### config.mk
export PLATFORM = sky130hd
export DESIGN_NAME = bra_upd_ctl
export DESIGN_NICKNAME = d
export VERILOG_FILES = /design/src/rtl/bra_upd_ctl_pkg.sv /design/src/rtl/bra_chk_fifo.sv /design/src/rtl/bra_upd_ctl.sv
export SDC_FILE = /design/constraint.sdc
export NUM_CORES = 1
export LEC_CHECK = 0
export CORE_UTILIZATION = 45
export CTS_BUF_LIST = sky130_fd_sc_hd__clkbuf_8
export DETAILED_ROUTE_END_ITERATION = 6
export GPL_TIMING_DRIVEN = 1
export SETUP_SLACK_MARGIN = 0.15
export SLEW_MARGIN = 10
export SYNTH_ARGS = -nofsm -noshare
export SYNTH_HDL_FRONTEND = slang
export SYNTH_SLANG_ARGS = --single-unit
### constraint.sdc
create_clock -name clk -period 18.7 [get_ports clk]
set_clock_uncertainty 0.1 [all_clocks]
set_input_delay 4.675 -clock clk [delete_from_list [all_inputs] [get_ports clk]]
set_output_delay 4.675 -clock clk [all_outputs]
set_load 0.005 [all_outputs]
### src/rtl/bra_upd_ctl_pkg.sv
// Shared types and default widths for the branch-resolution update controller.
// Optional statistics counters are enabled with the BRU_STATS_EN macro.
package bra_upd_ctl_pkg;

  localparam int ADDR_WIDTH    = 32;
  localparam int GHR_WIDTH     = 14;
  localparam int DEPTH_DEFAULT = 8;

  typedef enum logic [1:0] {
    BRU_IDLE = 2'd0,
    BRU_UPD  = 2'd1,
    BRU_REC  = 2'd2
  } bru_state_e;

  // Queue entry layout is {pc, ghr, predicted_taken}.
  function automatic int brq_entry_width(input int addr_w, input int ghr_w);
    return addr_w + ghr_w + 1;
  endfunction

endpackage

### src/rtl/bra_chk_fifo.sv
// In-order prediction queue: circular FIFO with an extra pointer MSB for
// full/empty, plus a clear that discards every entry and rewinds the pointers.
module bra_chk_fifo #(
  parameter int W     = 47,
  parameter int DEPTH = 8
) (
  input  logic                     clk,
  input  logic                     reset,
  input  logic                     push,
  input  logic                     pop,
  input  logic                     clear,
  input  logic [W-1:0]             din,
  output logic [W-1:0]             dout,
  output logic                     full,
  output logic                     empty,
  output logic [$clog2(DEPTH):0]   occupancy
);

  localparam int PW = $clog2(DEPTH);
  localparam logic [PW:0] PTR_ONE = 1;

  logic [W-1:0] mem [DEPTH];
  logic [PW:0]  wr_ptr_q, wr_ptr_d;
  logic [PW:0]  rd_ptr_q, rd_ptr_d;
  logic         push_ok, pop_ok;

  assign full      = (wr_ptr_q[PW] != rd_ptr_q[PW]) &&
                     (wr_ptr_q[PW-1:0] == rd_ptr_q[PW-1:0]);
  assign empty     = (wr_ptr_q == rd_ptr_q);
  assign occupancy = wr_ptr_q - rd_ptr_q;
  assign dout      = mem[rd_ptr_q[PW-1:0]];

  assign push_ok = push && !full && !clear;
  assign pop_ok  = pop && !empty;

  always_comb begin
    wr_ptr_d = wr_ptr_q;
    rd_ptr_d = rd_ptr_q;
    if (clear) begin
      wr_ptr_d = '0;
      rd_ptr_d = '0;
    end else begin
      if (push_ok) wr_ptr_d = wr_ptr_q + PTR_ONE;
      if (pop_ok)  rd_ptr_d = rd_ptr_q + PTR_ONE;
    end
  end

  always_ff @(posedge clk or negedge reset) begin
    if (!reset) begin
      wr_ptr_q <= '0;
      rd_ptr_q <= '0;
    end else begin
      wr_ptr_q <= wr_ptr_d;
      rd_ptr_q <= rd_ptr_d;
    end
  end

  // NOTE: storage is not reset; the pointers alone define which entries are valid.
  always_ff @(posedge clk) begin
    if (push_ok) mem[wr_ptr_q[PW-1:0]] <= din;
  end

endmodule

### src/rtl/bra_upd_ctl.sv
// Branch-resolution update controller: pops queued predictions on in-order
// resolution and drives PAs/selector update and GHR repair. BRU_STATS_EN adds counters.
module bra_upd_ctl
  import bra_upd_ctl_pkg::*;
#(
  parameter int ADDR_W = ADDR_WIDTH,
  parameter int GHR_W  = GHR_WIDTH,
  parameter int DEPTH  = DEPTH_DEFAULT
) (
  input  logic                     clk,
  input  logic                     reset,
  input  logic                     pre_valid,
  output logic                     pre_ready,
  input  logic [ADDR_W-1:0]        pre_addr,
  input  logic                     pre_torn,
  input  logic [GHR_W-1:0]         pre_ghr,
  input  logic                     res_valid,
  output logic                     res_ready,
  input  logic                     res_taken,
  output logic [ADDR_W-1:0]        up_addr,
  output logic                     PAs_up_en,
  output logic                     PAs_wr_data,
  output logic                     torf,
  output logic                     gshare_reen,
  output logic [GHR_W-1:0]         re_GHR,
  output logic                     flush,
  output logic [$clog2(DEPTH):0]   occupancy
`ifdef BRU_STATS_EN
  ,
  output logic [15:0]              stat_res,
  output logic [15:0]              stat_mis
`endif
);

  localparam int EW = brq_entry_width(ADDR_W, GHR_W);

  bru_state_e        state_q, state_d;
  logic [ADDR_W-1:0] up_addr_q, up_addr_d;
  logic              pas_up_en_q, pas_up_en_d;
  logic              pas_wr_data_q, pas_wr_data_d;
  logic              torf_q, torf_d;
  logic              gshare_reen_q, gshare_reen_d;
  logic [GHR_W-1:0]  re_ghr_q, re_ghr_d;
  logic              flush_q, flush_d;

  logic [EW-1:0]     head;
  logic              full, empty;
  logic              push, res_fire, mispredict;
  logic [ADDR_W-1:0] head_pc;
  logic [GHR_W-1:0]  head_ghr;
  logic              head_torn;

  assign head_pc   = head[EW-1 -: ADDR_W];
  assign head_ghr  = head[GHR_W:1];
  assign head_torn = head[0];

  assign pre_ready  = !full && (state_q != BRU_REC);
  assign res_ready  = (state_q == BRU_IDLE) && !empty;
  assign push       = pre_valid && pre_ready;
  assign res_fire   = res_valid && res_ready;
  assign mispredict = res_fire && (res_taken != head_torn);

  // A mispredict clears the whole queue, which also swallows a same-edge push.
  bra_chk_fifo #(
    .W     (EW),
    .DEPTH (DEPTH)
  ) u_fifo (
    .clk       (clk),
    .reset     (reset),
    .push      (push),
    .pop       (res_fire),
    .clear     (mispredict),
    .din       ({pre_addr, pre_ghr, pre_torn}),
    .dout      (head),
    .full      (full),
    .empty     (empty),
    .occupancy (occupancy)
  );

  // NOTE: every always_comb output gets a default first so no latch is inferred.
  always_comb begin
    state_d       = state_q;
    pas_up_en_d   = 1'b0;
    torf_d        = 1'b0;
    gshare_reen_d = 1'b0;
    flush_d       = 1'b0;
    up_addr_d     = up_addr_q;
    pas_wr_data_d = pas_wr_data_q;
    re_ghr_d      = re_ghr_q;
    unique case (state_q)
      BRU_IDLE: begin
        if (res_fire) begin
          state_d       = mispredict ? BRU_REC : BRU_UPD;
          pas_up_en_d   = 1'b1;
          pas_wr_data_d = res_taken;
          torf_d        = !mispredict;
          up_addr_d     = head_pc;
          if (mispredict) begin
            gshare_reen_d = 1'b1;
            flush_d       = 1'b1;
            re_ghr_d      = {head_ghr[GHR_W-2:0], res_taken};
          end
        end
      end
      BRU_UPD, BRU_REC: state_d = BRU_IDLE;
      default:          state_d = BRU_IDLE;
    endcase
  end

`ifdef BRU_STATS_EN
  logic [15:0] stat_res_q, stat_res_d;
  logic [15:0] stat_mis_q, stat_mis_d;

  always_comb begin
    stat_res_d = stat_res_q;
    stat_mis_d = stat_mis_q;
    if (state_d == BRU_UPD && state_q != BRU_UPD && stat_res_q != 16'hFFFF)
      stat_res_d = stat_res_q + 16'd1;
    if (state_d == BRU_REC && state_q != BRU_REC && stat_mis_q != 16'hFFFF)
      stat_mis_d = stat_mis_q + 16'd1;
  end

  always_ff @(posedge clk or negedge reset) begin
    if (!reset) begin
      stat_res_q <= '0;
      stat_mis_q <= '0;
    end else begin
      stat_res_q <= stat_res_d;
      stat_mis_q <= stat_mis_d;
    end
  end

  assign stat_res = stat_res_q;
  assign stat_mis = stat_mis_q;
`endif

  // NOTE: sequential state uses non-blocking assignments only.
  always_ff @(posedge clk or negedge reset) begin
    if (!reset) begin
      state_q       <= BRU_IDLE;
      up_addr_q     <= '0;
      pas_up_en_q   <= 1'b0;
      pas_wr_data_q <= 1'b0;
      torf_q        <= 1'b0;
      gshare_reen_q <= 1'b0;
      re_ghr_q      <= '0;
      flush_q       <= 1'b0;
    end else begin
      state_q       <= state_d;
      up_addr_q     <= up_addr_d;
      pas_up_en_q   <= pas_up_en_d;
      pas_wr_data_q <= pas_wr_data_d;
      torf_q        <= torf_d;
      gshare_reen_q <= gshare_reen_d;
      re_ghr_q      <= re_ghr_d;
      flush_q       <= flush_d;
    end
  end

  assign up_addr     = up_addr_q;
  assign PAs_up_en   = pas_up_en_q;
  assign PAs_wr_data = pas_wr_data_q;
  assign torf        = torf_q;
  assign gshare_reen = gshare_reen_q;
  assign re_GHR      = re_ghr_q;
  assign flush       = flush_q;

endmodule

---- Yosys cells after proc, flatten, opt, wreduce, memory -nomap -nowiden ----
Memories as Yosys holds them, arrays and structs flattened.
Index checks and enable logic that the tools add are counted.
Widths: inputs -> output; s select.
word-level totals
  word-level logic and storage cells ...... 52
  memory bits (read-only) ................. 0
  RAM bits ................................ 376
  latch bits .............................. 0
  register bits ........................... 60
  memories ................................ 1
operators by class
  add/sub/neg operators ................... 3
  magnitude comparators ................... 0
  eq/ne operators ......................... 6
  bitwise operators ....................... 0
  divide/modulo/power cells ............... 0
  $mul .................................... 0
  reductions and logical operators ........ 17
  shifts and indexed selects .............. 0
  multiplexer cells ....................... 16
memories
  name        words  width  rd ports  clocked after Yosys merged registers in  write ports  RTL line            text
  u_fifo.mem  8      47     1         0                                        1            bra_chk_fifo.sv:22  logic [W-1:0] mem [DEPTH];
operators with widths
  kind                 number
  $mux 4               4
  $logic_and 1x1->1    9
  $mux 1               9
  $add 4x1->4 const B  2
  $mux 2               3
  $eq 4x4->1           1
  $ne 2x2->1 const B   2
  $reduce_bool 2->1    2
  $sub 4x4->4          1
  $eq 3x3->1           1
  $logic_not 1->1      3
  $reduce_and 3->1     1
  $logic_not 2->1      1
  $ne 1x1->1           2
  $reduce_and 2->1     1

---- Longest topological paths before layout ----
Gate-level depths: netlist (run 1).
  word-level depth ........................ 9
  depth in mapped cells ................... 11

---- Hierarchy ----
From an unflattened synthesis (run 1), not the netlist that was laid out.
second synthesis, totals
  cells, all modules ...................... 833
  area total of the unflattened synthesis .. 16767.3 um^2
modules (own cells, without submodules)
  module        area an instance (um^2)  cells each  instances
  bra_chk_fifo  14760.4                  712         1
  bra_upd_ctl   2006.9                   121         1

---- Least setup slack after synthesis (run 1) ----
Ideal clock, no wire load.
  path type ............................... input to register
  from .................................... input res_valid
  to ...................................... memory u_fifo.mem[6][0], enable pin
  path slack .............................. 8.174 ns
  data arrival time ....................... 9.862 ns
  stages on the path ...................... 5
  data required time ...................... 18.036 ns
  library setup time ...................... 0.564 ns
  cells stage by stage .................... nor3b_1 > o211ai_1 > mux2i_2 > buf_2 > nor4_1
between the ends
  word-level cells in the longest chain between the ends .. 6
ends and longest elaborated chain
  element                       RTL line            text
  start: declaration            bra_upd_ctl.sv:17   input logic res_valid,
  $logic_and 1x1->1             bra_upd_ctl.sv:60   assign res_fire = res_valid && res_ready;
  $logic_and 1x1->1             bra_upd_ctl.sv:61   assign mispredict = res_fire && (res_taken != head_torn);
  $logic_not 1->1               bra_chk_fifo.sv:33  assign push_ok = push && !full && !clear;
  $logic_and 1x1->1             bra_chk_fifo.sv:33
  $mux 1                        bra_chk_fifo.sv:60  if (push_ok) mem[wr_ptr_q[PW-1:0]] <= din;
  $mux 1 (implied by the code)  bra_chk_fifo.sv:60
  end: declaration              bra_chk_fifo.sv:22
No other way between the ends.

---- Final worst setup path (run 1) ----
  from .................................... register u_fifo.rd_ptr_q[2]
  to ...................................... output res_ready
between the ends
  word-level cells in the longest chain between the ends .. 3
ends and longest elaborated chain
  element                   RTL line            text
  start: declaration        bra_chk_fifo.sv:24  logic [PW:0] rd_ptr_q, rd_ptr_d;
  start signal: assignment  bra_chk_fifo.sv:54  rd_ptr_q <= rd_ptr_d;
  $eq 4x4->1                bra_chk_fifo.sv:29  assign empty = (wr_ptr_q == rd_ptr_q);
  $logic_not 1->1           bra_upd_ctl.sv:58   assign res_ready = (state_q == BRU_IDLE) && !empty;
  $logic_and 1x1->1         bra_upd_ctl.sv:58
  end: declaration          bra_upd_ctl.sv:18   output logic res_ready,
No other way between the ends.

==> results of run 1 <==
[through the flow]
step	hold slack, ns	setup slack, ns
after floorplan	0.371	8.17
after global placement	0.360	11.32
after detailed placement	0.364	11.30
after CTS	0.378	10.85
after global routing	0.403	10.73
final	0.372	10.95
[worst paths after layout]
| path | endpoint | slack, ns |
|---|---|---|
| min in group asynchronous | flush | 3.86 |
| min reg2reg | PAs_wr_data | 0.37 |
| max | res_ready | 10.95 |
| max reg2reg | u_fifo.mem[5][42] | 14.59 |
| max in group asynchronous | u_fifo.rd_ptr_q[2] | 13.54 |
| min | PAs_wr_data | 0.37 |
[logic make-up after synthesis]
group	after synthesis	share of synthesized area, %
compound gates	50	1.88
xor+xnor	6	0.325
fa+ha+maj	6	0.510
buf+inv	52	1.32
flops	428	77.5
mux	110	14.1
simple gates	172	4.31
[synthesized netlist by cell type]
cell type  count  area [sq um]
edfxtp_1     368         11100
nand2_1      112           420
mux4_2        92          2070
dfrtp_1       60          1500
nor2_1        40           150
a31oi_1       32           200
clkbuf_1      21          78.8
mux2_1        13           146
buf_2         12          60.1
buf_1          8          30.0
inv_1          8          30.0
a21oi_1        5          25.0
ha_1           5          62.6
nor4_1         5          31.3
xnor2_1        5          43.8
nor3_1         4          20.0
o21ai_1        4          20.0
mux2i_1        3          30.0
nand2b_1       3          18.8
nand3_1        3          15.0
o211ai_1       3          22.5
o21ai_0        3          15.0
inv_2          2          7.51
or3_1          2          12.5
a21o_1         1          7.51
and2_1         1          6.26
buf_4          1          7.51
fa_1           1          20.0
mux2i_2        1          13.8
mux2i_4        1          22.5
nor3b_1        1          7.51
nor4b_2        1          15.0
o21a_1         1          7.51
o22ai_1        1          6.26
xor2_1         1          8.76
[report_power, final]
group / leakage (nW) / internal [mW] / total [mW] / switching [mW]
logic: 1.65 / 0.391 / 0.807 / 0.416
registers: 4.03 / 1.22 / 1.29 / 0.0706
clock network: 0.774 / 0.379 / 0.719 / 0.340
[registers in the layout, indices dropped and copies added, names as in the netlist]
| name | count |
|---|---|
| up_addr | 32 |
| torf | 1 |
| state_q | 2 |
| PAs_wr_data | 1 |
| re_GHR | 14 |
| u_fifo.mem | 368 |
| u_fifo.wr_ptr_q | 4 |
| flush | 1 |
| u_fifo.rd_ptr_q | 4 |
| PAs_up_en | 1 |
[per-layer routing]
layer | track usage (%) | wire length (um)
met5 | 0 | 13
met4 | 5.56 | 481
met3 | 4.15 | 1590
met2 | 29.8 | 16300
met1 | 25.3 | 14300
[worst max-delay path, cell delays in order (launching register included)]
cell and delay, ns:
dfrtp_4 0.60, inv_1 0.49, ha_1 0.37, nand3_1 0.21, nor2_1 0.06, nor3_1 0.15
clkdlybuf4s50_1 0.52
[cell type report]
class,instances,area [sq um],share of cell area (%)
clock inverters,43,169,0.884
flip-flops and latches,428,12600,65.7
inverters,10,37.5,0.196
clock buffers,78,1070,5.62
diodes,1,2.50,0.0131
multi-input cells,344,3480,18.2
repair buffers,126,1210,6.34
well taps,461,577,3.02
[layout by cell type, fill, tap and decap left out, drive strengths merged]
cell / synthesis / layout
nor4b: 1 / 1
xnor2: 5 / 5
nand3: 3 / 3
clkinv: 0 / 8
o22ai: 1 / 1
nor3: 4 / 4
nor4: 5 / 5
or3: 2 / 2
nand2: 112 / 112
o211ai: 3 / 3
mux4: 92 / 92
diode: 0 / 1
a21oi: 5 / 5
a21o: 1 / 1
ha: 5 / 5
xor2: 1 / 1
clkbuf: 21 / 78
mux2i: 5 / 5
dfrtp: 60 / 60
nor2: 40 / 40
nand2b: 3 / 3
o21a: 1 / 1
o21ai: 7 / 7
clkdlybuf4s50: 0 / 106
a31oi: 32 / 32
edfxtp: 368 / 368
nor3b: 1 / 1
inv: 10 / 45
buf: 21 / 20
and2: 1 / 1
mux2: 13 / 13
fa: 1 / 1
==> flow_summary.json, run 1 <==
{
  "numCtsBuffers": 68,
  "vias_per_cell": 5.33,
  "peakVddDrop_mv": 0.115,
  "avgSynthCellArea_sq_um": 19.6,
  "gp_congestion": 0.707,
  "place_inst": 1369,
  "grt_overflow": 0,
  "root_buffer": "clkbuf_8",
  "fp.dieH_um": 192,
  "clk_latency_ns": 0.57,
  "final_nets": 1036,
  "period_share_pct": 41.5,
  "startpoint": "u_fifo.rd_ptr_q[2]",
  "antenna_found_initial": 2,
  "cts_setup_buffers": 0,
  "r2r_cells": 7,
  "syn_inst": 824,
  "crit_required_ns": 13.93,
  "hold_class": "reg2reg",
  "fin_cells": 1491,
  "first_global_vias": 8161,
  "syn_area_sq_um": 16200,
  "grt_pass1_wl_um": 49200,
  "grt_max_degree": 70,
  "rows": 69,
  "io_pins": 109,
  "placed_cell_area_sq_um": 17900,
  "fmax_mhz": 129,
  "io_buffer_count": 107,
  "start_kind": "flop",
  "ys_seq_area_share_pct": 77.5,
  "p_per_area_nw_per_um2": 147,
  "final_hold_viol_count": 0,
  "fillers": 2804,
  "cts_resized": 0,
  "finalSetupViolations": 0,
  "hpwlAfterDp_um": 16000,
  "clk_path_buf_depth": 3,
  "area_growth_pct": 18.1,
  "slew_violations": 0,
  "clock_sinks": 428,
  "wl_um": 32700,
  "worst_pin_slew_ns": 1.05,
  "synth_cell_types": 35,
  "outcome": "completed",
  "yosys_warnings": 0,
  "slew-limit-headroom_pct": 29.7,
  "num_vias": 7940,
  "syn-num-nets": 882,
  "finalPower_mw": 2.81,
  "ys_ff_latch": 428,
  "critPathArrivalTime_ns": 2.98,
  "cts_hold_repair.buffers": 0,
  "final_util_pct": 53.9,
  "criticalPathCategory": "reg2out",
  "firstDrtPassIters": 5,
  "worstHoldStart": "PAs_wr_data",
  "end_kind": "output port",
  "min_path_cells": 2,
  "ant_nets": 0,
  "initial_core_util_pct": 45.6,
  "final_cell_area_sq_um": 19100,
  "fp.coreArea_sq_um": 35500,
  "cap_violations": 0,
  "h-tree-depth": 3,
  "critPathMaxFanout": 18,
  "tns_ns": 0,
  "post_drt_wl_per_cell_um": 21.9,
  "clk_pin_slew_ns": 0.06,
  "drt-initial-drc-count": 529,
  "finalCriticalPeriod_ns": 7.75,
  "drc": 0,
  "rsz0062_at_grt": "no",
  "worstReg2RegStart": "u_fifo.rd_ptr_q[0]",
  "cts_tree": "done",
  "drive_gt1_share_pct": 20.5,
  "die_width_um": 192,
  "p_leak_nw": 6.45,
  "die_area_sq_um": 36700,
  "groute.usage.overall_pct": 18.5
}
No activity file was read; power rests on OpenSTA's default activity.
==> run 2, diff against run 1 <==
==> constraint.sdc (replaced) <==
create_clock -name clk -period 7.37 [get_ports clk]
set_clock_uncertainty 0.1 [all_clocks]
set_input_delay 1.8425 -clock clk [delete_from_list [all_inputs] [get_ports clk]]
set_output_delay 1.8425 -clock clk [all_outputs]
set_load 0.005 [all_outputs]
==> flow_summary.json, run 2 (synthesized netlist as in run 1, its figures left out) <==
{
  "outcome": "finished with violations",
  "violations": "DRC",
  "final_hold_viol_count": 0,
  "firstDrtPassIters": 6,
  "holdWs_ns": 0.387,
  "die_width_um": 192,
  "drc": 4,
  "finalSetupViolations": 0,
  "peakVddDrop_mv": 0.321,
  "fp.dieH_um": 192,
  "wl_um": 32700,
  "fp.coreArea_sq_um": 35500,
  "rsz0062_at_grt": "no",
  "cts_hold_repair.buffers": 0,
  "initial_core_util_pct": 45.6,
  "finalCriticalPeriod_ns": 5.12,
  "slew_violations": 0,
  "grt_max_degree": 61,
  "gp_congestion": 0.700,
  "start_kind": "flop",
  "hpwlAfterDp_um": 16600,
  "final_util_pct": 54.4,
  "die_area_sq_um": 36700,
  "drt-initial-drc-count": 413,
  "area_growth_pct": 19.2,
  "cts_setup_buffers": 0,
  "min_path_cells": 1,
  "cts_resized": 0,
  "worst_pin_slew_ns": 1.02,
  "ant_nets": 0,
  "cts_tree": "done",
  "end_kind": "output port",
  "period_share_pct": 69.5,
  "final_common_cell": "edfxtp_1",
  "first_global_vias": 8346,
  "fmax_mhz": 195,
  "post_drt_wl_per_cell_um": 21.7,
  "criticalPathCategory": "reg2out",
  "p_per_area_nw_per_um2": 380,
  "clock_sinks": 428,
  "final_nets": 1039,
  "grt_pass1_wl_um": 49200,
  "io_pins": 109,
  "rows": 69,
  "root_buffer": "clkbuf_8",
  "vias_per_cell": 5.24,
  "finalPower_mw": 7.33,
  "numCtsBuffers": 72,
  "antenna_found_initial": 1,
  "groute.usage.overall_pct": 18.5,
  "hold_class": "reg2reg",
  "p_leak_nw": 6.51,
  "crit_required_ns": 5.43,
  "clk_path_buf_depth": 3,
  "slew-limit-headroom_pct": 31.8,
  "cap_violations": 0,
  "io_buffer_count": 107,
  "drive_gt1_share_pct": 21.7,
  "grt_overflow": 0,
  "layout_common_cells": "edfxtp_1 (368), nand2_1 (112), clkdlybuf4s50_1 (106), mux4_2 (92), clkbuf_8 (86)",
  "num_vias": 7880,
  "h-tree-depth": 3,
  "clk_latency_ns": 0.60,
  "largest_reg_flops": 368,
  "r2r_cells": 8,
  "critPathArrivalTime_ns": 3.18,
  "critPathMaxFanout": 33,
  "clk_pin_slew_ns": 0.06
}
-- run 2: final cells by class --
class | instances | area, sq um
clock buffer | 86 | 1180
fill | 2797 | 16200
timing repair buffer | 125 | 1200
tap | 461 | 577
inverter | 10 | 37.5
multi-input combinational | 344 | 3500
clock inverter | 48 | 228
antenna | 2 | 5.00
sequential | 428 | 12600
-- run 2: metrics by stage --
stage               cells  setup WS, ns  instance area [sq um]  TNS, ns
detailed placement   1368          2.21                  17900        0
finish               1504          2.25                  19300        0
CTS                  1502          2.15                  19300        0
floorplan             824        -0.323                  16200   -44.58
global placement     1368          2.27                  17900        0
global route         1502          2.03                  19300        0
-- run 2: critical path, stage by stage, from the launching register on --
cell and delay, ns:
dfrtp_4 0.74, inv_1 0.43, ha_1 0.45, nand3_1 0.20, nor2_1 0.07, nor3_1 0.13
clkdlybuf4s50_1 0.52
-- run 2: routing by layer --
layer | share of wire [%] | track usage [%] | vias to the layer above
met4 | 2.0 | 6.87 | 0
li1 | - | - | 3590
met1 | 42 | 24.2 | 3996
met3 | 7.3 | 4.29 | 56
met5 | 0 | 0 | -
met2 | 49 | 30.0 | 238
-- run 2: worst paths after layout --
path	startpoint	endpoint	slack, ns
max	u_fifo.rd_ptr_q[2]	res_ready	2.25
min	re_GHR[5]	re_GHR[5]	0.39
max reg2reg	u_fifo.rd_ptr_q[2]	u_fifo.mem[3][5]	2.60
min reg2reg	re_GHR[5]	re_GHR[5]	0.39
max in group asynchronous	reset	u_fifo.rd_ptr_q[0]	5.15
min in group asynchronous	reset	up_addr[20]	1.31
-- run 2: where the power goes --
group | leakage [nW] | switching, mW | internal [mW] | total (mW)
Sequential | 4.03 | 0.235 | 3.09 | 3.32
Clock | 0.838 | 0.921 | 1.10 | 2.02
Combinational | 1.64 | 1.00 | 0.988 | 1.99
